### src/rtl/ulx3s_reset_sequencer_if.sv
// rtl/ulx3s_reset_sequencer_if.sv - lock/soft-reset inputs and staged reset outputs of the reset sequencer
interface ulx3s_reset_sequencer_if;
    logic       pll_locked;
    logic       soft_reset;
    logic       rst_sdram;
    logic       rst_memory;
    logic       rst_cpu;
    logic       ready;
    logic [7:0] lock_loss_count;

    modport master (
        output pll_locked,
        output soft_reset,
        input  rst_sdram,
        input  rst_memory,
        input  rst_cpu,
        input  ready,
        input  lock_loss_count
    );

    modport slave (
        input  pll_locked,
        input  soft_reset,
        output rst_sdram,
        output rst_memory,
        output rst_cpu,
        output ready,
        output lock_loss_count
    );
endinterface

### src/rtl/ulx3s_reset_sequencer.sv
// rtl/ulx3s_reset_sequencer.sv - staged SDRAM/memory/CPU reset release behind PLL lock, with soft CPU reset
module ulx3s_reset_sequencer #(
    parameter int LOCK_STABLE_CYCLES = 1024,
    parameter int SDRAM_WAIT_CYCLES  = 10000,
    parameter int STAGE_GAP_CYCLES   = 16,
    parameter int SOFT_HOLD_CYCLES   = 16,
    parameter int CNT_W              = 16
) (
    input  logic                     clock,
    input  logic                     reset_n,
    ulx3s_reset_sequencer_if.slave   bus
);

    typedef enum logic [2:0] {
        WAIT_LOCK = 3'd0,
        STABLE    = 3'd1,
        SDRAM     = 3'd2,
        MEM       = 3'd3,
        RUN       = 3'd4,
        SOFT      = 3'd5
    } state_t;

    localparam logic [CNT_W-1:0] LOCK_LAST  = CNT_W'(LOCK_STABLE_CYCLES - 1);
    localparam logic [CNT_W-1:0] SDRAM_LAST = CNT_W'(SDRAM_WAIT_CYCLES - 1);
    localparam logic [CNT_W-1:0] GAP_LAST   = CNT_W'(STAGE_GAP_CYCLES - 1);
    localparam logic [CNT_W-1:0] SOFT_LAST  = CNT_W'(SOFT_HOLD_CYCLES - 1);
    localparam logic [CNT_W-1:0] CNT_ONE    = CNT_W'(1);

    state_t           state_q, state_d;
    logic [1:0]       sync_q, sync_d;
    logic [CNT_W-1:0] cnt_q, cnt_d;
    logic [7:0]       loss_q, loss_d;
    logic             rst_sdram_q, rst_sdram_d;
    logic             rst_memory_q, rst_memory_d;
    logic             rst_cpu_q, rst_cpu_d;
    logic             ready_q, ready_d;
    logic             lk_s;

    assign lk_s = sync_q[1];

    always_comb begin
        sync_d       = {sync_q[0], bus.pll_locked};
        state_d      = state_q;
        cnt_d        = cnt_q;
        loss_d       = loss_q;

        // Loss of lock after SDRAM release overrides soft reset and stage completion.
        if ((state_q inside {SDRAM, MEM, RUN, SOFT}) && !lk_s) begin
            state_d = WAIT_LOCK;
            cnt_d   = '0;
            if (loss_q != 8'hFF) begin
                loss_d = loss_q + 8'd1;
            end
        end else begin
            case (state_q)
                WAIT_LOCK: begin
                    if (lk_s) begin
                        state_d = STABLE;
                        cnt_d   = '0;
                    end
                end
                STABLE: begin
                    if (!lk_s) begin
                        state_d = WAIT_LOCK;
                        cnt_d   = '0;
                    end else if (cnt_q == LOCK_LAST) begin
                        state_d = SDRAM;
                        cnt_d   = '0;
                    end else begin
                        cnt_d = cnt_q + CNT_ONE;
                    end
                end
                SDRAM: begin
                    if (cnt_q == SDRAM_LAST) begin
                        state_d = MEM;
                        cnt_d   = '0;
                    end else begin
                        cnt_d = cnt_q + CNT_ONE;
                    end
                end
                MEM: begin
                    if (cnt_q == GAP_LAST) begin
                        state_d = RUN;
                        cnt_d   = '0;
                    end else begin
                        cnt_d = cnt_q + CNT_ONE;
                    end
                end
                RUN: begin
                    if (bus.soft_reset) begin
                        state_d = SOFT;
                        cnt_d   = '0;
                    end
                end
                SOFT: begin
                    if (bus.soft_reset) begin
                        cnt_d = '0;
                    end else if (cnt_q == SOFT_LAST) begin
                        state_d = RUN;
                        cnt_d   = '0;
                    end else begin
                        cnt_d = cnt_q + CNT_ONE;
                    end
                end
                default: begin
                    state_d = WAIT_LOCK;
                    cnt_d   = '0;
                end
            endcase
        end

        // Outputs are decoded from the next state so they change on the entering edge.
        rst_sdram_d  = (state_d == WAIT_LOCK) || (state_d == STABLE);
        rst_memory_d = rst_sdram_d || (state_d == SDRAM);
        rst_cpu_d    = (state_d != RUN);
        ready_d      = (state_d == RUN);
    end

    always_ff @(posedge clock or negedge reset_n) begin
        if (!reset_n) begin
            state_q      <= WAIT_LOCK;
            sync_q       <= 2'b00;
            cnt_q        <= '0;
            loss_q       <= 8'd0;
            rst_sdram_q  <= 1'b1;
            rst_memory_q <= 1'b1;
            rst_cpu_q    <= 1'b1;
            ready_q      <= 1'b0;
        end else begin
            state_q      <= state_d;
            sync_q       <= sync_d;
            cnt_q        <= cnt_d;
            loss_q       <= loss_d;
            rst_sdram_q  <= rst_sdram_d;
            rst_memory_q <= rst_memory_d;
            rst_cpu_q    <= rst_cpu_d;
            ready_q      <= ready_d;
        end
    end

    assign bus.rst_sdram       = rst_sdram_q;
    assign bus.rst_memory      = rst_memory_q;
    assign bus.rst_cpu         = rst_cpu_q;
    assign bus.ready           = ready_q;
    assign bus.lock_loss_count = loss_q;

endmodule

### src/flat_wrapper.sv
// flat-port wrapper written by rule: the top's interface ports become plain ports
module ulx3s_reset_sequencer_flat 
#(
    parameter int LOCK_STABLE_CYCLES = 1024,
    parameter int SDRAM_WAIT_CYCLES  = 10000,
    parameter int STAGE_GAP_CYCLES   = 16,
    parameter int SOFT_HOLD_CYCLES   = 16,
    parameter int CNT_W              = 16
)
  (clock, reset_n, bus_pll_locked, bus_soft_reset, bus_rst_sdram, bus_rst_memory, bus_rst_cpu, bus_ready, bus_lock_loss_count);
  ulx3s_reset_sequencer_if bus_i ();
  input  logic clock;
  input  logic reset_n;
  input wire logic [$bits(bus_i.pll_locked)-1:0] bus_pll_locked;
  input wire logic [$bits(bus_i.soft_reset)-1:0] bus_soft_reset;
  output wire logic [$bits(bus_i.rst_sdram)-1:0] bus_rst_sdram;
  output wire logic [$bits(bus_i.rst_memory)-1:0] bus_rst_memory;
  output wire logic [$bits(bus_i.rst_cpu)-1:0] bus_rst_cpu;
  output wire logic [$bits(bus_i.ready)-1:0] bus_ready;
  output wire logic [$bits(bus_i.lock_loss_count)-1:0] bus_lock_loss_count;
  assign bus_i.pll_locked = bus_pll_locked;
  assign bus_i.soft_reset = bus_soft_reset;
  assign bus_rst_sdram = bus_i.rst_sdram;
  assign bus_rst_memory = bus_i.rst_memory;
  assign bus_rst_cpu = bus_i.rst_cpu;
  assign bus_ready = bus_i.ready;
  assign bus_lock_loss_count = bus_i.lock_loss_count;
  ulx3s_reset_sequencer #(.LOCK_STABLE_CYCLES(LOCK_STABLE_CYCLES), .SDRAM_WAIT_CYCLES(SDRAM_WAIT_CYCLES), .STAGE_GAP_CYCLES(STAGE_GAP_CYCLES), .SOFT_HOLD_CYCLES(SOFT_HOLD_CYCLES), .CNT_W(CNT_W)) u_core (.clock(clock), .reset_n(reset_n), .bus(bus_i));
endmodule
### config.mk
export PLATFORM = sky130hd
export DESIGN_NAME = ulx3s_reset_sequencer_flat
export DESIGN_NICKNAME = d
export VERILOG_FILES = /design/src/rtl/ulx3s_reset_sequencer_if.sv /design/src/rtl/ulx3s_reset_sequencer.sv /design/src/flat_wrapper.sv
export SDC_FILE = /design/constraint.sdc
export NUM_CORES = 1
export LEC_CHECK = 0
export CAP_MARGIN = 30
export CORE_AREA = 2 2 63 65
export DETAILED_ROUTE_END_ITERATION = 12
export DIE_AREA = 0 0 65 67
export PLACE_DENSITY = 0.75
export SLEW_MARGIN = 20
export SYNTH_ARGS = -nofsm -noshare
export SYNTH_HDL_FRONTEND = slang
export SYNTH_SLANG_ARGS = --single-unit
### constraint.sdc
create_clock -name clock -period 3 [get_ports clock]
set_input_delay 0.6 -clock clock [delete_from_list [all_inputs] [get_ports clock]]
set_output_delay 0.6 -clock clock [all_outputs]
set_load 0.05 [all_outputs]
; ---- Word level (Yosys, flattened, before mapping)
; Index checks and enable logic that the tools add are counted.
[classes]
addsub = 2
n_eq_ne = 15
n_mux = 18
n_reduce_logical = 9
[op_table]
columns = operator, n
row1 = 2-to-1 mux 16 bit, 8
row2 = case mux 16 bit (6 select lines), 1
row3 = 2-to-1 mux 3 bit, 8
row4 = case mux 3 bit (6 select lines), 1
row5 = "adder 16 x 1 -> 16 bit, second input constant", 1
row6 = "== test 16 x 10 -> 1 bit, second input constant", 1
row7 = "== test 16 x 14 -> 1 bit, second input constant", 1
row8 = "== test 16 x 4 -> 1 bit, second input constant", 1
row9 = "== test 3 x 2 -> 1 bit, second input constant", 3
row10 = "== test 3 bit, second input constant", 3
row11 = "adder 8 x 1 -> 8 bit, second input constant", 1
row12 = "!= test 8 bit, second input constant", 1
row13 = "== test 3 x 1 -> 1 bit, second input constant", 2
row14 = zero test 3 bit, 2
row15 = "!= test 3 bit, second input constant", 2
row16 = AND reduction 2 bit, 2
row17 = nonzero test 4 bit, 1
row18 = "!= test 3 x 1 -> 1 bit, second input constant", 1
row19 = logical OR 1 bit, 2
row20 = logical AND 1 bit, 1
row21 = zero test 1 bit, 1
[totals]
register_bits = 33
inputBits = 4
out_inout_bits = 12
word_cells = 52

; ---- Logic depth before layout (Yosys ltp)
[logic_depth]
ltp_word = 8
mapped_depth = 9
mapped_depth_nobuf = 7

; ---- Least setup slack after synthesis
; OpenSTA, ideal clock, no wires.
[synth_path]
path_type = register to register
from = register u_core.state_q[1]
to = register u_core.cnt_q[13]
setup_ns = 0.118
arrival_ns = 1.956
required_ns = 2.882
path_slack_ns = 0.926
path_stages_with_launch = 8
n_path_buf = 0
period_less_slack_ns = 2.074
cell_sequence = dfrtp_1 inv_1 ha_1 or2_2 a311oi_1 nand4_1 xor2_1 nor2_1
[synth_via]
elab_chain_cells = 5
word_cells_on_any_way = 13
cone_classes = eq/ne (7) / mux (2) / reduce/logical (4)
[synth_rtl]
columns = element, line_no
row1 = start: declaration, ulx3s_reset_sequencer.sv:29  ; state_t state_q, state_d;
row2 = start signal: assignment, ulx3s_reset_sequencer.sv:130  ; state_q <= state_d;
row3 = == test 3 x 2 -> 1 bit or == test 3 bit (tied branches), "ulx3s_reset_sequencer.sv:48, ulx3s_reset_sequencer.sv:55"
row4 = nonzero test 4 bit, ulx3s_reset_sequencer.sv:48  ; if ((state_q inside {SDRAM, MEM, RUN, SOFT}) && !lk_s) begin
row5 = logical AND 1 bit, ulx3s_reset_sequencer.sv:48
row6 = != test 3 x 1 -> 1 bit (no source line) or != test 3 bit (tied branches), n/a
row7 = AND reduction 2 bit (no source line), n/a
row8 = end signal: assignment, ulx3s_reset_sequencer.sv:132  ; cnt_q <= cnt_d;
row9 = end: declaration, ulx3s_reset_sequencer.sv:31  ; logic [CNT_W-1:0] cnt_q, cnt_d;
; Parallel ways exist; a longest one is shown, timed or not.
; A chain may end at the register's enable or synchronous reset.

; ---- Final worst setup path
[layout_path]
from = register u_core.cnt_q[11]
to = register u_core.cnt_q[2]
[layout_via]
elab_chain_cells = 5
word_cells_on_any_way = 10
cone_classes = eq/ne (3) / mux (7)
[layout_rtl]
columns = element, line_no
row1 = == test 16 x 4 -> 1 bit or == test 16 x 10 -> 1 bit (tied branches), "ulx3s_reset_sequencer.sv:82, ulx3s_reset_sequencer.sv:98, ulx3s_reset_sequencer.sv:66"
row2 = 2-to-1 mux 16 bit (on tied branches), "ulx3s_reset_sequencer.sv:82, ulx3s_reset_sequencer.sv:98, ulx3s_reset_sequencer.sv:66"
row3 = 2-to-1 mux 16 bit (on tied branches), "ulx3s_reset_sequencer.sv:96, ulx3s_reset_sequencer.sv:63"
row4 = case mux 16 bit (6 select lines) (*), ulx3s_reset_sequencer.sv:55  ; case (state_q)
row5 = 2-to-1 mux 16 bit (*), ulx3s_reset_sequencer.sv:48
; Mark *: on every way between the ends. The rest lies on a longest branch, timed or not.

==> results.cfg <==
[global_route]
antenna_found_initial = 0
first_global_vias = 1349
grt_max_degree = 34
grt_use_met2_pct = 30.67
globalRouteTotalUtil_pct = 18.41
grt_pass1_wl_um = 6154
met3_usage_pct = 4.223
grt-ovfl-total = 0
use_met1_pct = 23.50
busiest_layer = met2

[run_status]
status = completed

[floorplanning]
die_y_um = 67
start_util_pct = 48.37
coreArea_mm2 = 0.003606
io_pins = 16
dieArea_mm2 = 0.004355
row_count = 22
die_w_um = 65

[cts]
cts-root-buf = clkbuf_8
clk_pin_slew_ps = 60
cts_buffers = 5
cts_setup_buffers = 0
cts_htree_levels = 2
cts_tree = done
clkLatencyLatePin_ps = 270
ctsResizeCount = 0
postCtsHoldBufs = 0
clockBufferDepth = 2
numClockSinks = 33

[route]
drtIter0Drc = 71
drc = 0
vias_per_cell = 5.546
drt-wirelength-per-cell_um = 14.00
wl_um = 3361
ant_nets = 0
vias = 1331
firstDrtPassIters = 4

[yosys]
netlist_area_mm2 = 0.001744
ys_async_sr_fraction_pct = 100.0
synth-seq-area-share_pct = 47.56
ys_types = 48
postSynthCellCount = 171
synth_ff_type = dfrtp_1
synth_fp_nets = 179
ys_seq_elements = 33
synth_edf_count = 0
syn_area_per_cell_um2 = 10.20
synth_warnings = 0

[setup_path]
startpoint_type = flip-flop
worstSetupPathType = reg -> reg
worstPathRequired_ps = 3130
cp.arrival_ps = 2530
cp-end-kind = flip-flop
cp_max_fo = 14

[placed_design]
gp_congestion = 0.8549
hpwl_um = 2451
portBuffers = 15

[cells_and_area]
final_cell_mix = 30 x dfrtp_1, 20 x nor2_1, 15 x clkdlybuf4s50_1, 11 x xnor2_1
nets = 199
multi_input_area_um2 = 873.3
drive_gt1_share_pct = 11.98
fill_cells = 317
synthToLayoutAreaGrowth_pct = 16.21
final_common_cell = dfrtp_1
n_antenna_cell = 0
register_area_um2 = 829.5

[power_and_ir_drop]
p_leak_nw = 0.8390
powerDensity_mw_per_mm2 = 393.7
total_power_mw = 0.7980
ir_drop_mv = 0.2316

[timing]
period_share_pct = 79.84
hold_viol = 0
slew_headroom_pct = 59.28
fin_tns_setup_ps = 0
tightest_slew_ps = 606.2
slew_violations = 0
rsz0062_at_grt = false
finalSetupViolCount = 0
finClkSkew_ps = 3.429
fin_crit_ps = 2395
fmax_mhz = 417.5

[run]
maxCapViolCount = 0

[worst_hold_path]
hold_class = reg -> reg
-- worst max-delay path: stages (launching register included) --
cell     delay (ps)
dfrtp_1         410
or4_4           580
nor4_2          410
nor3_1          190
nor3_4          470
o21ai_0         180
-- metal layers --
| layer | up-vias | wire [µm] |
|---|---|---|
| li1 | 657 | - |
| met1 | 649 | 1584 |
| met3 | 4 | 113 |
| met4 | 0 | 29 |
| met5 | - | 0 |
| met2 | 21 | 1633 |
-- synthesized netlist by cell type, drive strengths merged, types with 5 or more instances --
library cell | n | share of area (%)
a21oi | 6 | 1.9
and3 | 6 | 2.2
dfrtp | 30 | 43
inv | 5 | 1.1
nand2 | 9 | 1.9
nand3 | 7 | 2.0
nand4 | 9 | 3.2
nor2 | 21 | 4.9
nor3 | 5 | 2.1
o21ai | 8 | 2.3
xnor2 | 11 | 5.5
xor2 | 7 | 3.5
-- kinds of logic after synthesis --
logic type / count (synthesis) / synth area share, %
AO/OA/AOI/OAI: 26 / 10.40
XOR/XNOR: 18 / 9.039
adder cells (fa/ha/maj): 4 / 2.870
buffers and inverters: 9 / 2.367
flip-flops: 33 / 47.56
multiplexers: 2 / 1.219
AND/OR/NAND/NOR: 79 / 26.54
-- stage by stage --
stage          hold WS, ps  utilization (%)  setup WS (ps)  area [µm²]  std cells
2_1_floorplan        304.4                -          925.7        1744        171
3_3_place_gp         336.6            53.99          615.8        1947        232
3_5_place_dp         336.2            53.99          529.5        1947        232
4_1_cts              350.6            56.21          583.7        2027        240
5_1_grt              364.5            56.21          411.0        2027        240
6_report             349.2            56.21          604.8        2027        240
-- report_power, final --
part	leakage [nW]	switching, mW	internal (mW)
clock network	0.0395	0.143	0.164
logic	0.357	0.0240	0.0119
registers	0.442	0.00433	0.450
total	0.839	0.172	0.626
-- registers in the layout (all words and copies together) (netlist names) --
signal,cells
u_core.bus.lock_loss_count,8
u_core.bus.ready,1
u_core.sync_q,2
u_core.bus.rst_cpu,1
u_core.bus.rst_sdram,1
u_core.state_q,3
u_core.bus.rst_memory,1
u_core.cnt_q,16
-- worst paths after layout --
check                                                   from                        endpoint  slack [ps]  cells past startpoint
worst min register to register    u_core.sync_q[0]$_DFF_PN0_      u_core.sync_q[1]$_DFF_PN0_         350                      0
worst min-delay path              u_core.sync_q[0]$_DFF_PN0_      u_core.sync_q[1]$_DFF_PN0_         350                      0
min in group asynchronous                            reset_n     u_core.state_q[1]$_DFF_PN0_         730                      2
max in group asynchronous                            reset_n  u_core.bus.rst_sdram$_DFF_PN1_        1950                      2
worst max register to register  u_core.cnt_q[11]$_DFFE_PN0P_     u_core.cnt_q[2]$_DFFE_PN0P_         600                      5
worst max-delay path            u_core.cnt_q[11]$_DFFE_PN0P_     u_core.cnt_q[2]$_DFFE_PN0P_         600                      5
-- cell type report --
type                    instances  share of cell area [%]
repair buffers                 17                   8.148
flip-flops and latches         33                   40.93
well taps                      48                   2.963
inverters                       5                  0.9259
clock buffers                   8                   3.951
multi-input cells             129                   43.09
Power figures use the tool's default switching activity.
